## src/rtl/alu_pkg.sv

```systemverilog
// Shared types for the registered ALU: opcodes, flag bit positions
// and controller states.
package alu_pkg;

  typedef enum logic [2:0] {
    OP_ADD = 3'b000,
    OP_SUB = 3'b001,
    OP_AND = 3'b010,
    OP_XOR = 3'b011,
    OP_OR  = 3'b100,
    OP_SHL = 3'b101,
    OP_SHR = 3'b110,
    OP_MUL = 3'b111
  } op_e;

  localparam int FLAG_C = 0;
  localparam int FLAG_Z = 1;
  localparam int FLAG_N = 2;
  localparam int FLAG_V = 3;

  typedef enum logic [0:0] {
    S_IDLE = 1'b0,
    S_MUL  = 1'b1
  } state_e;

endpackage

```

## src/rtl/alu_mul_seq.sv

```systemverilog
// Shift-add unsigned multiplier, one partial product per cycle.
// prod is the accumulator value the current step produces.
module alu_mul_seq #(
  parameter int WIDTH = 8,
  parameter int CW    = $clog2(WIDTH + 1)
) (
  input  logic               clk,
  input  logic               rst_n,
  input  logic               start,
  input  logic [WIDTH-1:0]   a,
  input  logic [WIDTH-1:0]   b,
  output logic               busy,
  output logic               done,
  output logic [2*WIDTH-1:0] prod
);

  logic [2*WIDTH-1:0] mcand;
  logic [2*WIDTH-1:0] acc;
  logic [WIDTH-1:0]   mplier;
  logic [CW-1:0]      cnt;

  assign busy = (cnt != '0);
  assign done = busy && (cnt == CW'(1));
  assign prod = acc + (mplier[0] ? mcand : '0);

  always_ff @(posedge clk or negedge rst_n) begin
    if (!rst_n) begin
      mcand  <= '0;
      acc    <= '0;
      mplier <= '0;
      cnt    <= '0;
    end else if (start) begin
      mcand  <= {{WIDTH{1'b0}}, a};
      acc    <= '0;
      mplier <= b;
      cnt    <= CW'(WIDTH);
    end else if (busy) begin
      acc    <= prod;
      mcand  <= mcand << 1;
      mplier <= mplier >> 1;
      cnt    <= cnt - CW'(1);
    end
  end

endmodule

```

## src/rtl/alu_seq.sv

```systemverilog
// Registered WIDTH-bit ALU with valid/ready handshakes, status flags
// and a multi-cycle multiply; one operation in flight at a time.
module alu_seq
  import alu_pkg::*;
#(
  parameter int WIDTH = 8,
  parameter int CW    = $clog2(WIDTH + 1)
) (
  input  logic             clk,
  input  logic             rst_n,
  input  logic             in_valid,
  output logic             in_ready,
  input  logic [2:0]       op,
  input  logic [WIDTH-1:0] a,
  input  logic [WIDTH-1:0] b,
  output logic             out_valid,
  input  logic             out_ready,
  output logic [WIDTH-1:0] result,
  output logic [3:0]       flags
);

  localparam logic [WIDTH-1:0] WV = WIDTH[WIDTH-1:0];

  state_e             state;
  logic               accept;
  logic               mul_start;
  logic               mul_busy;
  logic               mul_done;
  logic [2*WIDTH-1:0] mul_prod;
  logic [WIDTH:0]     ext;
  logic [WIDTH-1:0]   alu_r;
  logic [3:0]         alu_f;
  logic [WIDTH-1:0]   ld_r;
  logic [3:0]         ld_f;
  logic               load;

  assign in_ready  = (state == S_IDLE) && !mul_busy
                     && (!out_valid || out_ready);
  assign accept    = in_valid && in_ready;
  assign mul_start = accept && (op_e'(op) == OP_MUL);
  assign load      = (accept && !mul_start) || mul_done;

  alu_mul_seq #(
    .WIDTH (WIDTH),
    .CW    (CW)
  ) u_mul (
    .clk   (clk),
    .rst_n (rst_n),
    .start (mul_start),
    .a     (a),
    .b     (b),
    .busy  (mul_busy),
    .done  (mul_done),
    .prod  (mul_prod)
  );

  always_comb begin
    ext   = '0;
    alu_r = '0;
    alu_f = '0;
    unique case (op_e'(op))
      OP_ADD: begin
        ext          = {1'b0, a} + {1'b0, b};
        alu_r        = ext[WIDTH-1:0];
        alu_f[FLAG_C] = ext[WIDTH];
        alu_f[FLAG_V] = (a[WIDTH-1] == b[WIDTH-1])
                        && (alu_r[WIDTH-1] != a[WIDTH-1]);
      end
      OP_SUB: begin
        ext          = {1'b0, a} - {1'b0, b};
        alu_r        = ext[WIDTH-1:0];
        alu_f[FLAG_C] = ext[WIDTH];
        alu_f[FLAG_V] = (a[WIDTH-1] != b[WIDTH-1])
                        && (alu_r[WIDTH-1] != a[WIDTH-1]);
      end
      OP_AND: alu_r = a & b;
      OP_XOR: alu_r = a ^ b;
      OP_OR:  alu_r = a | b;
      OP_SHL: alu_r = (b >= WV) ? '0 : (a << b);
      OP_SHR: alu_r = (b >= WV) ? '0 : (a >> b);
      OP_MUL: alu_r = '0;
    endcase
  end

  // Multiply completion reuses the same flag rules as the one-cycle ops.
  always_comb begin
    ld_r = mul_done ? mul_prod[WIDTH-1:0] : alu_r;
    ld_f = mul_done ? 4'h0 : alu_f;
    if (mul_done)
      ld_f[FLAG_C] = |mul_prod[2*WIDTH-1:WIDTH];
    ld_f[FLAG_N] = ld_r[WIDTH-1];
    ld_f[FLAG_Z] = (ld_r == '0);
  end

  always_ff @(posedge clk or negedge rst_n) begin
    if (!rst_n) begin
      state <= S_IDLE;
    end else begin
      unique case (state)
        S_IDLE: if (mul_start) state <= S_MUL;
        S_MUL:  if (mul_done)  state <= S_IDLE;
      endcase
    end
  end

  always_ff @(posedge clk or negedge rst_n) begin
    if (!rst_n) begin
      out_valid <= 1'b0;
      result    <= '0;
      flags     <= '0;
    end else if (load) begin
      out_valid <= 1'b1;
      result    <= ld_r;
      flags     <= ld_f;
    end else if (out_valid && out_ready) begin
      out_valid <= 1'b0;
    end
  end

endmodule

```

## config.mk

```make
export PLATFORM = sky130hd
export DESIGN_NAME = alu_seq
export DESIGN_NICKNAME = d
export VERILOG_FILES = /design/src/rtl/alu_pkg.sv /design/src/rtl/alu_mul_seq.sv /design/src/rtl/alu_seq.sv
export SDC_FILE = /design/constraint.sdc
export NUM_CORES = 1
export LEC_CHECK = 0
export BUFFER_PORTS_ARGS = -buffer_cell sky130_fd_sc_hd__buf_2
export CORE_MARGIN = 2
export CORE_UTILIZATION = 45
export CTS_CLUSTER_DIAMETER = 50
export DETAILED_ROUTE_END_ITERATION = 16
export GPL_TIMING_DRIVEN = 1
export PLACE_DENSITY = 0.62
export SLEW_MARGIN = 20
export SYNTH_ARGS = -nofsm -noshare
export SYNTH_HDL_FRONTEND = slang
export SYNTH_SLANG_ARGS = --single-unit
```

## constraint.sdc

```tcl
create_clock -name clk -period 3.7 [get_ports clk]
set_input_delay 0.74 -clock clk [delete_from_list [all_inputs] [get_ports clk]]
set_output_delay 0.74 -clock clk [all_outputs]
set_load 0.01 [all_outputs]
```

==> Word-level counts from Yosys, hierarchy flattened <==
Index checks and enable logic that the tools add are counted.
W data, S select, Z words.
{ "classes": {"n_lt_le_gt_ge": 1, "add_sub_neg": 4, "n_mux": 22, "shift": 2, "n_bitwise": 4, "n_reduce_logical": 20, "n_eq_ne": 12} }
{ "op_table": {"columns": ["op", "n"], "rows": [
  ["$mux W16", 5],
  ["$pmux W8 S8", 1],
  ["$mux W8", 5],
  ["$add A16 B16 Y16", 1],
  ["$eq A3 B3 Y1 const B", 4],
  ["$mux W4", 3],
  ["$add A8 B8 Y9", 1],
  ["$logic_and A1 B1 Y1", 9],
  ["$sub A8 B8 Y9", 1],
  ["$and A8 B8 Y8", 1],
  ["$ge A8 B4 Y1 const B", 1],
  ["$logic_not A8 Y1", 1],
  ["$or A8 B8 Y8", 1],
  ["$reduce_or A8 Y1", 1],
  ["$shl A8 B8 Y8", 1],
  ["$shr A8 B8 Y8", 1],
  ["$xor A8 B8 Y8", 1],
  ["$eq A3 B2 Y1 const B", 2],
  ["$pmux W1 S2", 3],
  ["$mux W1", 5],
  ["$eq A4 B1 Y1 const B", 1],
  ["$reduce_bool A2 Y1", 2],
  ["$reduce_bool A4 Y1", 1],
  ["$sub A4 B1 Y4 const B", 1],
  ["7 further kinds", 12]
]} }
{ "word_totals": {"wordCells": 73, "inputBits": 23, "out_inout_bits": 14, "reg_bits": 58} }

==> Depth between registers and ports, before layout <==
{ "depth": {"depth_word": 10, "depth_mapped": 12, "ltp_nobuf": 12} }

==> Cells and area by module <==
A second synthesis with hierarchy kept.
{ "hier_totals": {"hier_cells": 611, "area_unflattened_um2": 5341.4} }
{ "modules_own_cells": {"columns": ["module", "seq_area_each_um2", "instances", "cells_per_inst", "area_per_inst_um2"], "rows": [
  ["alu_mul_seq", 1101.1, 1, 305, 2736.4],
  ["alu_seq", 325.3, 1, 306, 2605.0]
]} }

==> Worst setup path after synthesis <==
OpenSTA, ideal clock, no wires.
{ "synth_path": {"kind": "input-to-reg", "from": "input b[2]", "to": "register flags[0]", "t_required_ns": 3.574, "arrival_time_ns": 3.140, "path_buffers": 2, "slack_ns": 0.434, "setup_ns": 0.126, "path_stages": 12, "path_cell_list": "clkbuf_1 -> clkinv_1 -> ha_1 -> buf_6 -> nor2b_4 -> o31a_1 -> o21a_1 -> o21ai_2 -> a21oi_1 -> a221o_1 -> nand4b_1 -> o32a_1"} }
{ "synth_via": {"elab_chain_cells": 4, "word_cells_on_any_way": 5, "cone_classes": "2 x add/sub; 3 x mux"} }
{ "synth_lines": {"columns": ["item", "line_no", "source"], "rows": [
  ["from (decl)", "alu_seq.sv:15", "input logic [WIDTH-1:0] b,"],
  ["$sub A8 B8 Y9 or $add A8 B8 Y9 (tied branches)", "alu_seq.sv:70, alu_seq.sv:63", null],
  ["$pmux W1 S2 *", "alu_seq.sv:61", "unique case (op_e'(op))"],
  ["$mux W4 *", "alu_seq.sv:88", "ld_f = mul_done ? 4'h0 : alu_f;"],
  ["$mux W1 *", "alu_seq.sv:89", "if (mul_done)"],
  ["to (signal assigned)", "alu_seq.sv:114", "flags <= ld_f;"],
  ["to (decl)", "alu_seq.sv:19", "output logic [3:0] flags"]
]} }
Every way passes the cells marked *; elsewhere a longest branch is shown, timed or not.
A chain may end at the register's enable or synchronous reset.

==> Final worst setup path <==
{ "layout_path": {"from": "register u_mul.mplier[0]", "to": "register flags[0]"} }
{ "layout_via": {"elab_chain_cells": 4} }
{ "layout_lines": {"columns": ["item", "line_no", "source"], "rows": [
  ["from (decl)", "alu_mul_seq.sv:19", "logic [WIDTH-1:0] mplier;"],
  ["from (signal assigned)", "alu_mul_seq.sv:40", "mplier <= mplier >> 1;"],
  ["$mux W16", "alu_mul_seq.sv:24", "assign prod = acc + (mplier[0] ? mcand : '0);"],
  ["$add A16 B16 Y16", "alu_mul_seq.sv:24", null],
  ["$reduce_or A8 Y1", "alu_seq.sv:90", "ld_f[FLAG_C] = |mul_prod[2*WIDTH-1:WIDTH];"],
  ["$mux W1", "alu_seq.sv:89", null]
]} }
No other way between the ends.

==> flow_summary.json <==
{
  "power_uw": 3104,
  "tightest_slew_ps": 924.9,
  "first_iter_violations": 413,
  "grt_pass1_wl_um": 25030,
  "syn-mean-instance-area_sq_um": 8.431,
  "antenna_found_initial": 0,
  "holdPathStages": 2,
  "instances_no_fill": 777,
  "ys_seq_area_frac": 0.2801,
  "post_cts_buffers": 0,
  "arrival_ps": 3390,
  "fp.dieH_um": 110.4,
  "clk_latency_ps": 330,
  "die_w_um": 110.4,
  "cts_hold_buf": 0,
  "cts-resized-gates": 0,
  "crit_path_cell_trace": "and2_1, ha_1, fa_1, a21o_1, a41o_1, o21ai_0, o221ai_1, o21a_1, nor2_1, xnor2_1, o32a_1",
  "pwr_density_cell_mw_per_mm2": 542.8,
  "postLayoutSetupSlackWorst_ps": 517.7,
  "core_area_sq_mm": 0.01094,
  "vias": 4764,
  "crit_cells": 11,
  "area_delta_synth_final_pct": 12.28,
  "ir_drop_mv": 0.3702,
  "syn_area_sq_mm": 0.005092,
  "crit_buf_inv": 0,
  "slew_headroom": 0.3834,
  "hold_path_class": "flip-flop to flip-flop",
  "finalSetupViolCount": 0,
  "ys_types": 81,
  "grt_max_degree": 41,
  "drt_wl_total_um": 15600,
  "synth-edff-count": 0,
  "synthFlopType": "dfrtp_1",
  "finClkSkew_ps": 8.607,
  "rows": 38,
  "slew_viol_final": 0,
  "hold_viol": 0,
  "synth_warnings": 0,
  "place_inst": 762,
  "synthesis.nets": 672,
  "hold_ws_ps": 483.5,
  "finalSetupTns_ps": 0,
  "min_to": "result[6]",
  "first_pass_iters": 7,
  "pre_cts_slack_ps": 361.8,
  "cts.clk_slew.worst_paths_ps": 50,
  "r2r_end": "flags[0]",
  "ioPinCount": 37,
  "critPathCaptureType": "flip-flop",
  "mostFrequentLayoutCells": "67 x nand2_1, 57 x dfrtp_1, 52 x o21ai_0",
  "grt_remaining_overflow": 0,
  "netlist_instances": 604,
  "drive_above_1_share": 0.1460,
  "gp_congestion": 0.9419,
  "die_area_sq_mm": 0.01218,
  "min-delay-start": "result[6]",
  "critical_path.max_stage_delay_ps": 540,
  "grt_setup_unrepaired": "false",
  "criticalPathCategory": "flip-flop to flip-flop",
  "cts_root_buffer": "clkbuf_16",
  "cpLargestDelayFamily": "compound AO/OA/AOI/OAI gates",
  "start_util": 0.4657,
  "async_flop_share": 1.000,
  "synth-seq-cells": 57,
  "crit_slowest_cell": "dfrtp_1",
  "postRouteAntennaNets": 0,
  "cts.sinks": 57,
  "route.detailed.drc": 0,
  "worstRegToRegCells": 11,
  "period_needed_ps": 3182,
  "num_antenna_cells": 0,
  "first_global_vias": 4466,
  "nNetsFinal": 701,
  "layout_commonest_cell": "nand2_1",
  "p_leak_uw": 0.002604,
  "io_buffers": 36,
  "r2r_setup_slack_ps": 520,
  "routed_via_density": 6.131,
  "drv_cap": 0,
  "startpoint_type": "flip-flop",
  "timing.fmax_ghz": 0.3142,
  "tritoncts": "built",
  "n_fill_cell": 1047,
  "wl_per_cell_um": 20.08,
  "dp.final_hpwl_um": 11660,
  "reg2reg_from": "u_mul.mplier[0]",
  "clockBufferDepth": 2,
  "numCtsBuffers": 9,
  "grt_usage": 0.2728,
  "status": "completed",
  "critical_path_peak_fanout": 17,
  "cts_max_level": 3,
  "crit_required_ps": 3910,
  "finalCritPeriodShare": 0.8601
}
-- registers in the layout, indices dropped and copies added, names as in the netlist --
signal        count
u_mul.acc        16
u_mul.mcand      16
u_mul.mplier      8
result            7
flags             4
u_mul.cnt         4
out_valid         1
state             1
-- cell type report --
class                   count  area, sq um  area share
well taps                 140        175.2     0.03063
inverters                  34        127.6     0.02232
multi-input cells         479         3377      0.5906
repair buffers             52        300.3     0.05252
clock buffers              12        246.5     0.04311
clock inverters             3        65.06     0.01138
flip-flops and latches     57         1426      0.2495
-- metal layers --
layer  share of wire  wire length (um)  track usage
met1            0.49              7698       0.4285
met2            0.43              6666       0.3918
met3           0.071              1111      0.03939
met4          0.0082               128      0.06071
met5               0                 0            0
-- worst register-to-register path: stages (launching register included) --
cell and delay (ps):
dfrtp_1 540, and2_1 250, ha_1 220, fa_1 420, a21o_1 210, a41o_1 280, o21ai_0 180, o221ai_1 170
o21a_1 200, nor2_1 110, xnor2_1 140, o32a_1 350
-- Yosys cell counts, drive strengths merged (8+ instances only) --
cell	instances	area [sq um]
clkbuf	24	110.1
nor3	26	135.1
nor2	36	140.1
a21oi	30	150.1
buf	10	57.55
a221o	15	150.1
and2	16	100.1
ha	42	525.5
xor2	8	70.07
dfrtp	57	1426
o21ai	56	284.0
mux2i	9	90.09
nor4	8	65.06
nand3	16	85.08
xnor2	12	105.1
a21o	8	60.06
nand2	67	251.5
inv	32	120.1
-- stage by stage --
step	util	instance area, sq um
6_report	0.5229	5718
2_1_floorplan	-	5092
4_1_cts	0.5229	5718
3_3_place_gp	0.4944	5406
5_1_grt	0.5229	5718
3_5_place_dp	0.4944	5406
-- where the power goes --
group          switching, uW  total (uW)  internal (uW)
Clock                    279         881            602
Combinational            766        1260            494
Sequential               145         961            817
-- how the worst max path moves through the flow --
stage / from / to / slack, ps
2_1_floorplan: b[2] / flags[0] / 430
3_3_place_gp: b[2] / flags[0] / 380
3_5_place_dp: b[2] / flags[0] / 360
4_1_cts: u_mul.mplier[0] / flags[0] / 540
5_1_grt: u_mul.mplier[0] / flags[0] / 380
6_report: u_mul.mplier[0] / flags[0] / 520
-- cells by family (layout without fill, tap and decap cells) --
| kind of cell | count (synthesis) | count (layout) | synth area share |
|---|---|---|---|
| XOR/XNOR | 20 | 20 | 0.03440 |
| multiplexers | 18 | 18 | 0.04422 |
| AND/OR/NAND/NOR | 215 | 215 | 0.2238 |
| flip-flops | 57 | 57 | 0.2801 |
| adder cells (fa/ha/maj) | 45 | 45 | 0.1150 |
| AO/OA/AOI/OAI | 181 | 181 | 0.2445 |
| buffers and inverters | 68 | 101 | 0.05799 |
Power figures use the tool's default switching activity.
